**src/rtl/access_controller.sv**
```systemverilog
// Vehicle gate access controller: occupancy tracking, arrive/identify/pass-or-deny
// sequencing, gate actuator drive and display message selection.
module access_controller #(
  parameter int CAPACITY   = 8,
  parameter int CNT_W      = 4,
  parameter int GATE_TICKS = 50_000_000,
  parameter int FAIL_TICKS = 50_000_000,
  parameter int TIMER_W    = 26
) (
  input  logic             clk,
  input  logic             rst_n,
  input  logic             car_arrive,
  input  logic             id_valid,
  input  logic             id_ok,
  input  logic             car_passed,
  input  logic             car_exit,
  output logic [1:0]       porta_seletora,
  output logic             gate_open,
  output logic [CNT_W-1:0] occupancy
);

  typedef enum logic [1:0] {
    IDLE    = 2'd0,
    WAIT_ID = 2'd1,
    OPEN    = 2'd2,
    DENY    = 2'd3
  } state_e;

  localparam logic [1:0] SEL_FULL = 2'b00;
  localparam logic [1:0] SEL_STOP = 2'b01;
  localparam logic [1:0] SEL_PASS = 2'b10;
  localparam logic [1:0] SEL_FAIL = 2'b11;

  localparam logic [CNT_W-1:0]   CAP_C     = CNT_W'(CAPACITY);
  localparam logic [TIMER_W-1:0] GATE_LOAD = TIMER_W'(GATE_TICKS - 1);
  localparam logic [TIMER_W-1:0] FAIL_LOAD = TIMER_W'(FAIL_TICKS - 1);

  state_e             state_q, state_d;
  logic [TIMER_W-1:0] timer_q, timer_d;
  logic [CNT_W-1:0]   occ_q, occ_d;
  logic [1:0]         sel_q, sel_d;
  logic               gate_q, gate_d;
  logic               entry;

  // Sequencing: state and timer next-state
  always_comb begin
    state_d = state_q;
    timer_d = timer_q;
    entry   = 1'b0;
    case (state_q)
      IDLE: begin
        if (car_arrive && (occ_q < CAP_C)) state_d = WAIT_ID;
      end
      WAIT_ID: begin
        // A completed identification takes priority over the vehicle leaving.
        if (id_valid) begin
          if (id_ok) begin
            state_d = OPEN;
            timer_d = GATE_LOAD;
          end else begin
            state_d = DENY;
            timer_d = FAIL_LOAD;
          end
        end else if (!car_arrive) begin
          state_d = IDLE;
        end
      end
      OPEN: begin
        if (car_passed) begin
          state_d = IDLE;
          timer_d = '0;
          entry   = 1'b1;
        end else if (timer_q == '0) begin
          state_d = IDLE;
        end else begin
          timer_d = timer_q - TIMER_W'(1);
        end
      end
      DENY: begin
        if (timer_q == '0) state_d = IDLE;
        else               timer_d = timer_q - TIMER_W'(1);
      end
      default: begin
        state_d = IDLE;
        timer_d = '0;
      end
    endcase
  end

  // Occupancy: simultaneous entry and exit cancel; both directions saturate
  always_comb begin
    occ_d = occ_q;
    case ({entry, car_exit})
      2'b10:   if (occ_q < CAP_C) occ_d = occ_q + CNT_W'(1);
      2'b01:   if (occ_q != '0)   occ_d = occ_q - CNT_W'(1);
      default: occ_d = occ_q;
    endcase
  end

  // Registered outputs derived from the next state and next occupancy
  always_comb begin
    sel_d  = SEL_STOP;
    gate_d = 1'b0;
    case (state_d)
      IDLE:    sel_d = (occ_d == CAP_C) ? SEL_FULL : SEL_STOP;
      WAIT_ID: sel_d = SEL_STOP;
      OPEN: begin
        sel_d  = SEL_PASS;
        gate_d = 1'b1;
      end
      DENY:    sel_d = SEL_FAIL;
      default: sel_d = SEL_STOP;
    endcase
  end

  always_ff @(posedge clk or negedge rst_n) begin
    if (!rst_n) begin
      state_q <= IDLE;
      timer_q <= '0;
      occ_q   <= '0;
      sel_q   <= SEL_STOP;
      gate_q  <= 1'b0;
    end else begin
      state_q <= state_d;
      timer_q <= timer_d;
      occ_q   <= occ_d;
      sel_q   <= sel_d;
      gate_q  <= gate_d;
    end
  end

  assign porta_seletora = sel_q;
  assign gate_open      = gate_q;
  assign occupancy      = occ_q;

endmodule

```
**config.mk**
```make
export PLATFORM = sky130hd
export DESIGN_NAME = access_controller
export DESIGN_NICKNAME = d
export VERILOG_FILES = /design/src/rtl/access_controller.sv
export SDC_FILE = /design/constraint.sdc
export NUM_CORES = 1
export LEC_CHECK = 0
export CAP_MARGIN = 20
export CORE_ASPECT_RATIO = 1.2
export CORE_MARGIN = 2
export CORE_UTILIZATION = 24
export DETAILED_ROUTE_END_ITERATION = 6
export DONT_BUFFER_PORTS = 1
export PLACE_DENSITY_LB_ADDON = 0.05
export SLEW_MARGIN = 20
export SYNTH_ARGS = -nofsm -noshare
export SYNTH_HDL_FRONTEND = slang
export SYNTH_SLANG_ARGS = --single-unit
```
**constraint.sdc**
```tcl
create_clock -name clk -period 2.81 [get_ports clk]
set_clock_uncertainty 0.15 [all_clocks]
set_input_delay 0.281 -clock clk [delete_from_list [all_inputs] [get_ports clk]]
set_output_delay 0.281 -clock clk [all_outputs]
set_load 0.02 [all_outputs]
```
Yosys cells after proc, flatten, opt, wreduce, memory -nomap -nowiden
Index checks and enable logic that the tools add are counted.
{"block": "op_classes", "add_sub_neg": 3, "n_lt_le_gt_ge": 1, "eq_ne": 10, "n_mux": 19, "n_reduce_logical": 7}
{"op": "$mux W26", "n": 3}
{"op": "$pmux W26 S3", "n": 1}
{"op": "$logic_not A26 Y1", "n": 1}
{"op": "$sub A26 B1 Y26 const B", "n": 1}
{"op": "$pmux W2 S4", "n": 2}
{"op": "$eq A2 B2 Y1 const B", "n": 5}
{"op": "$mux W2", "n": 5}
{"op": "$mux W4", "n": 2}
{"op": "$pmux W4 S2", "n": 1}
{"op": "$eq A2 B1 Y1 const B", "n": 3}
{"op": "$mux W1", "n": 5}
{"op": "$add A4 B1 Y4 const B", "n": 1}
{"op": "$eq A4 B4 Y1 const B", "n": 1}
{"op": "$logic_not A2 Y1", "n": 2}
{"op": "$lt A4 B4 Y1 const B", "n": 1}
{"op": "$reduce_bool A4 Y1", "n": 1}
{"op": "$sub A4 B1 Y4 const B", "n": 1}
{"op": "$reduce_bool A3 Y1", "n": 1}
{"op": "$ne A2 B2 Y1 const B", "n": 1}
{"op": "$reduce_and A2 Y1", "n": 1}
{"op": "$logic_and A1 B1 Y1", "n": 1}
{"block": "totals", "regBits": 35, "inputBits": 7, "out_inout_bits": 7, "elab_cells": 45}

Depth between registers and ports, before layout
{"block": "logic_depth", "ltp_word": 7, "depth_mapped": 10, "ltp_nobuf": 9}

Worst setup path before layout
No wires, ideal clock.
{"block": "synth_path", "path_kind": "register to register", "from": "reg timer_q[0]", "to": "reg timer_q[16]", "setup_ns": 0.069, "t_arrival_ns": 2.542, "required_time_ns": 2.591, "slack_ns": 0.049, "stages_incl_launch_ff": 9, "n_path_buf": 1, "synth_period_minus_slack_ns": 2.761, "cell_sequence": "dfrtp_1 > inv_1 > ha_1 > or4b_4 > or4_1 > buf_2 > or3_4 > or4_1 > nand3_1"}
{"block": "synth_via", "elab_chain_len": 4, "elab_cells_between_ends": 5, "classes_between": "1 x add/sub; 3 x mux; 1 x reduce/logical"}
{"element": "from (decl)", "line": "39", "text": "logic [TIMER_W-1:0] timer_q, timer_d;"}
{"element": "from (signal assigned)", "line": "125", "text": "timer_q <= timer_d;"}
{"element": "$sub A26 B1 Y26 or $logic_not A26 Y1 (tied branches)"}
{"element": "$mux W26 *", "line": "73, 80"}
{"element": "$mux W26", "line": "69", "text": "if (car_passed) begin"}
{"element": "$pmux W26 S3 *", "line": "50", "text": "case (state_q)"}
Every way passes the cells marked *; elsewhere a longest branch is shown, timed or not.
A chain may end at the register's enable or synchronous reset.

Worst setup path after layout
{"block": "layout_path", "from": "reg timer_q[1]", "to": "reg timer_q[16]"}
The elaborated chain is that of the path after synthesis.

==> run summary <==
* worst r2r src: timer_q[1]
* number of warnings printed during yosys synthesis: 0
* Final Wtd Congestion: 0.752
* count of pins on the block boundary: 14
* post-synth top area share: 39.3%
* max-cap viol count: 0
* number of rows created at floorplan: 38
* antenna violations before repair: 0
* path type of the worst min-delay path: input port to flop
* CTS Buffer Depth: 2
* height of the die: 108 µm
* cell with the largest stage delay on the worst path: or4b_4
* aggregate global-route resource usage: 15.8%
* number of DRC markers after the initial detailed-route iteration: 86
* crit path max fanout: 3
* number of nets in the finished design: 282
* via count of the first global-routing pass: 2,122
* cells along the critical path: inv_1 > ha_2 > or4b_4 > or4_4 > or3_4 > or4_1 > nand3_1
* Worst R2R Path Depth: 7
* run status: finished clean
* Layout fillers: 971
* TritonCTS sink count: 35
* number of nets produced by synthesis: 261
* horizontal die dimension: 90.7 µm
* pin count of the biggest net entering global routing: 36
* first-pass GRT wire length: 11,900 µm
* drt drc: 0
* buffer and inverter count on the worst path: 1
* Worst path depth: 7
* largest area contributor in the netlist: dfrtp_1
* antenna cell count: 0
* critical path class: flop to flop
* worst reg2reg endpoint: timer_q[16]
* total negative setup slack: 0 ps
* primary flip-flop cell chosen by synthesis mapping: dfrtp_1
* number of synthesized register bits: 35
* total clock buffers created by CTS: 5
* Routed WL per cell: 18.2 µm
* detailed-route via count: 2,033
* startpoint type of the worst setup path: flop
* routed vias/inst: 5.20
* total length of routed wires: 7120 µm
* DIE AREA: 9810 µm²
* global route overflow: 0
* Final Hold Vio Count: 0
* data required time of the critical path: 2900 ps
* Register-to-Register Setup Slack: 160 ps
* Setup crit end kind: flop
* power per cell area: 906 nW/µm²
* unique cell type count in the Yosys netlist: 50
* H-Tree Depth: 2
* worst relative slew slack: 59.7%
* placed wire-length estimate after detailed placement: 5240 µm
* cell types with the largest area share after synthesis: dfrtp_1 (39%), a21oi_1 (3.9%), o211ai_1 (3.8%)
* average footprint of a synthesized cell: 8.70 µm²
* placed insts: 381
* register clock-pin slew on the reported worst setup and hold paths: 80 ps
* Worst-Skew Late Latency: 300 ps
* setup violators final: 0
* number of antenna-violating nets in the routed design: 0
* arrival time of data at the critical path endpoint: 2740 ps
* number of max-slew violations in the final report: 0
* ratio of final minimum period to clock period: 94.4%
* min cycle time layout: 2650 ps
* leakage power: 1.04 nW
* TritonCTS clock tree: done
* Least-Margin Pin Slew: 602 ps
* count of buffers inserted at the top-level ports: 0
* cell family contributing the most delay on the critical path: simple AND/OR/NAND/NOR gates
* 1st-pass router iterations: 6
* maximum clock frequency: 377 MHz
* combined area of all synthesized cells: 2170 µm²
* gate count after technology mapping: 249
* Critical path destination: timer_q[16]
* fin cells: 391
* setup repair after global routing missed its margin: no
* maximum VDD drop: 0.179 mV
* Max stage delay on crit path: 470 ps
* post-synthesis async set-or-reset flop share: 100%
* hold wc startpoint: car_passed
* share of layout cells above drive strength 1: 15.1%
* share of the yosys chip area belonging to registers: 40.5%
* area of the placeable core: 8890 µm²
* EDFF count, synth: 0
* clk root buf: clkbuf_8
* starting utilization of the core area: 24.4%
* start point of the critical path: timer_q[1]
* layout-stage area growth over the synthesis result: 19.2%
-- cell type report --
type | count | area [µm²] | area share [%]
Multi-Input combinational cell | 184 | 1190 | 46.0
Timing Repair Buffer | 28 | 225 | 8.72
Sequential cell | 35 | 877 | 34.0
Clock inverter | 1 | 5.00 | 0.194
Inverter | 16 | 60.1 | 2.33
Tap cell | 120 | 150 | 5.81
Clock buffer | 7 | 76.3 | 2.96
-- sequential cells by signal (all words and copies together), names as in the netlist --
signal          flops
timer_q            26
occupancy           4
porta_seletora      2
state_q             2
gate_open           1
-- layer usage --
metal,GRT usage [%],vias to the layer above,share of wire [%]
li1,-,997,-
met1,18.8,986,43
met2,28.6,39,52
met3,2.58,11,3.3
met4,5.49,0,2.1
met5,0,-,0
-- per-stage QoR --
stage / total power [mW] / hold WS [ps] / util [%] / setup WS (ps) / instance area, µm²
finish: 2.34 / 215 / 29.0 / 158 / 2580
global route: 2.56 / 242 / 29.0 / 2.28 / 2580
CTS: 2.39 / 207 / 28.9 / 42.3 / 2570
detailed placement: 1.98 / -163 / 27.7 / 58.6 / 2460
global placement: 2.00 / -163 / 27.7 / 89.5 / 2460
floorplan: 1.56 / -165 / - / 49.1 / 2170
-- synth_stat cells (all sizes together) (2+ instances only) --
| cell | n |
|---|---|
| nand2b | 5 |
| nand4b | 2 |
| a311oi | 3 |
| nor3 | 8 |
| a211o | 2 |
| o221ai | 2 |
| a221o | 2 |
| inv | 16 |
| o2111ai | 5 |
| a21oi | 17 |
| o311ai | 6 |
| or3 | 12 |
| and2 | 2 |
| a22o | 2 |
| dfrtp | 34 |
| o21bai | 2 |
| nor4 | 6 |
| nor2 | 16 |
| or4 | 7 |
| o211ai | 11 |
| nand2 | 21 |
| nor3b | 3 |
| nand3 | 9 |
| ha | 5 |
| a31oi | 5 |
| a21o | 2 |
| a32oi | 2 |
| clkbuf | 13 |
| o21ai | 10 |
-- worst min-delay path: cells and delay by family --
| family | cells | cell delay [ps] |
|---|---|---|
| and+or+nand+nor | 2 | 270 |
| AOI/OAI and AO/OA | 1 | 70 |
-- kinds of logic (layout without fill, tap and decap cells) --
logic type | after synthesis | count (layout) | share of synthesized area (%)
adders and majority gates | 5 | 5 | 2.89
and+or+nand+nor | 98 | 98 | 24.7
AOI/OAI and AO/OA | 80 | 80 | 26.2
DFF | 35 | 35 | 40.5
muxes | 1 | 1 | 0.462
buffers and inverters | 30 | 52 | 5.25
-- layout by cell type, fill, tap and decap left out, types with 2 or more instances in the layout --
cell and count:
dfrtp_1 34, buf_4 26, nand2_1 21, a21oi_1 17, nor2_1 16, inv_1 16, or3_1 11, o211ai_1 11
nand3_1 9, o21ai_0 9, nor3_1 8, or4_1 6, o311ai_0 6, nand2b_1 5, nor4_1 5, a31oi_1 5
o2111ai_1 5, clkbuf_8 5, ha_1 4, nor3b_1 3, a311oi_1 3, and2_1 2, a21o_1 2, a22o_1 2
nand4b_1 2, a211o_1 2, a221o_1 2, o221ai_1 2, o21bai_1 2, a32oi_1 2, clkbuf_1 2
-- how the worst min path moves through the flow --
| stage | end | slack, ps | cells past startpoint |
|---|---|---|---|
| after floorplan | gate_open | -160 | 0 |
| after global placement | timer_q[0] | -160 | 0 |
| after detailed placement | timer_q[0] | -160 | 0 |
| after CTS | timer_q[2] | 210 | 3 |
| after global routing | timer_q[2] | 240 | 3 |
| final | timer_q[2] | 210 | 3 |
-- report_power, final --
group | internal (mW) | switching [mW] | leakage [nW] | total [mW]
registers | 0.690 | 0.244 | 0.422 | 0.934
logic | 0.439 | 0.595 | 0.574 | 1.03
clock network | 0.174 | 0.199 | 0.0422 | 0.373
-- repair_timing --
action,in CTS,in global routing
setup endpoints to repair,0,4
hold endpoints to repair,35,0
hold buffers,2,0
buffers inserted,0,0
resized for setup,0,3
No activity file was read; power rests on OpenSTA's default activity.
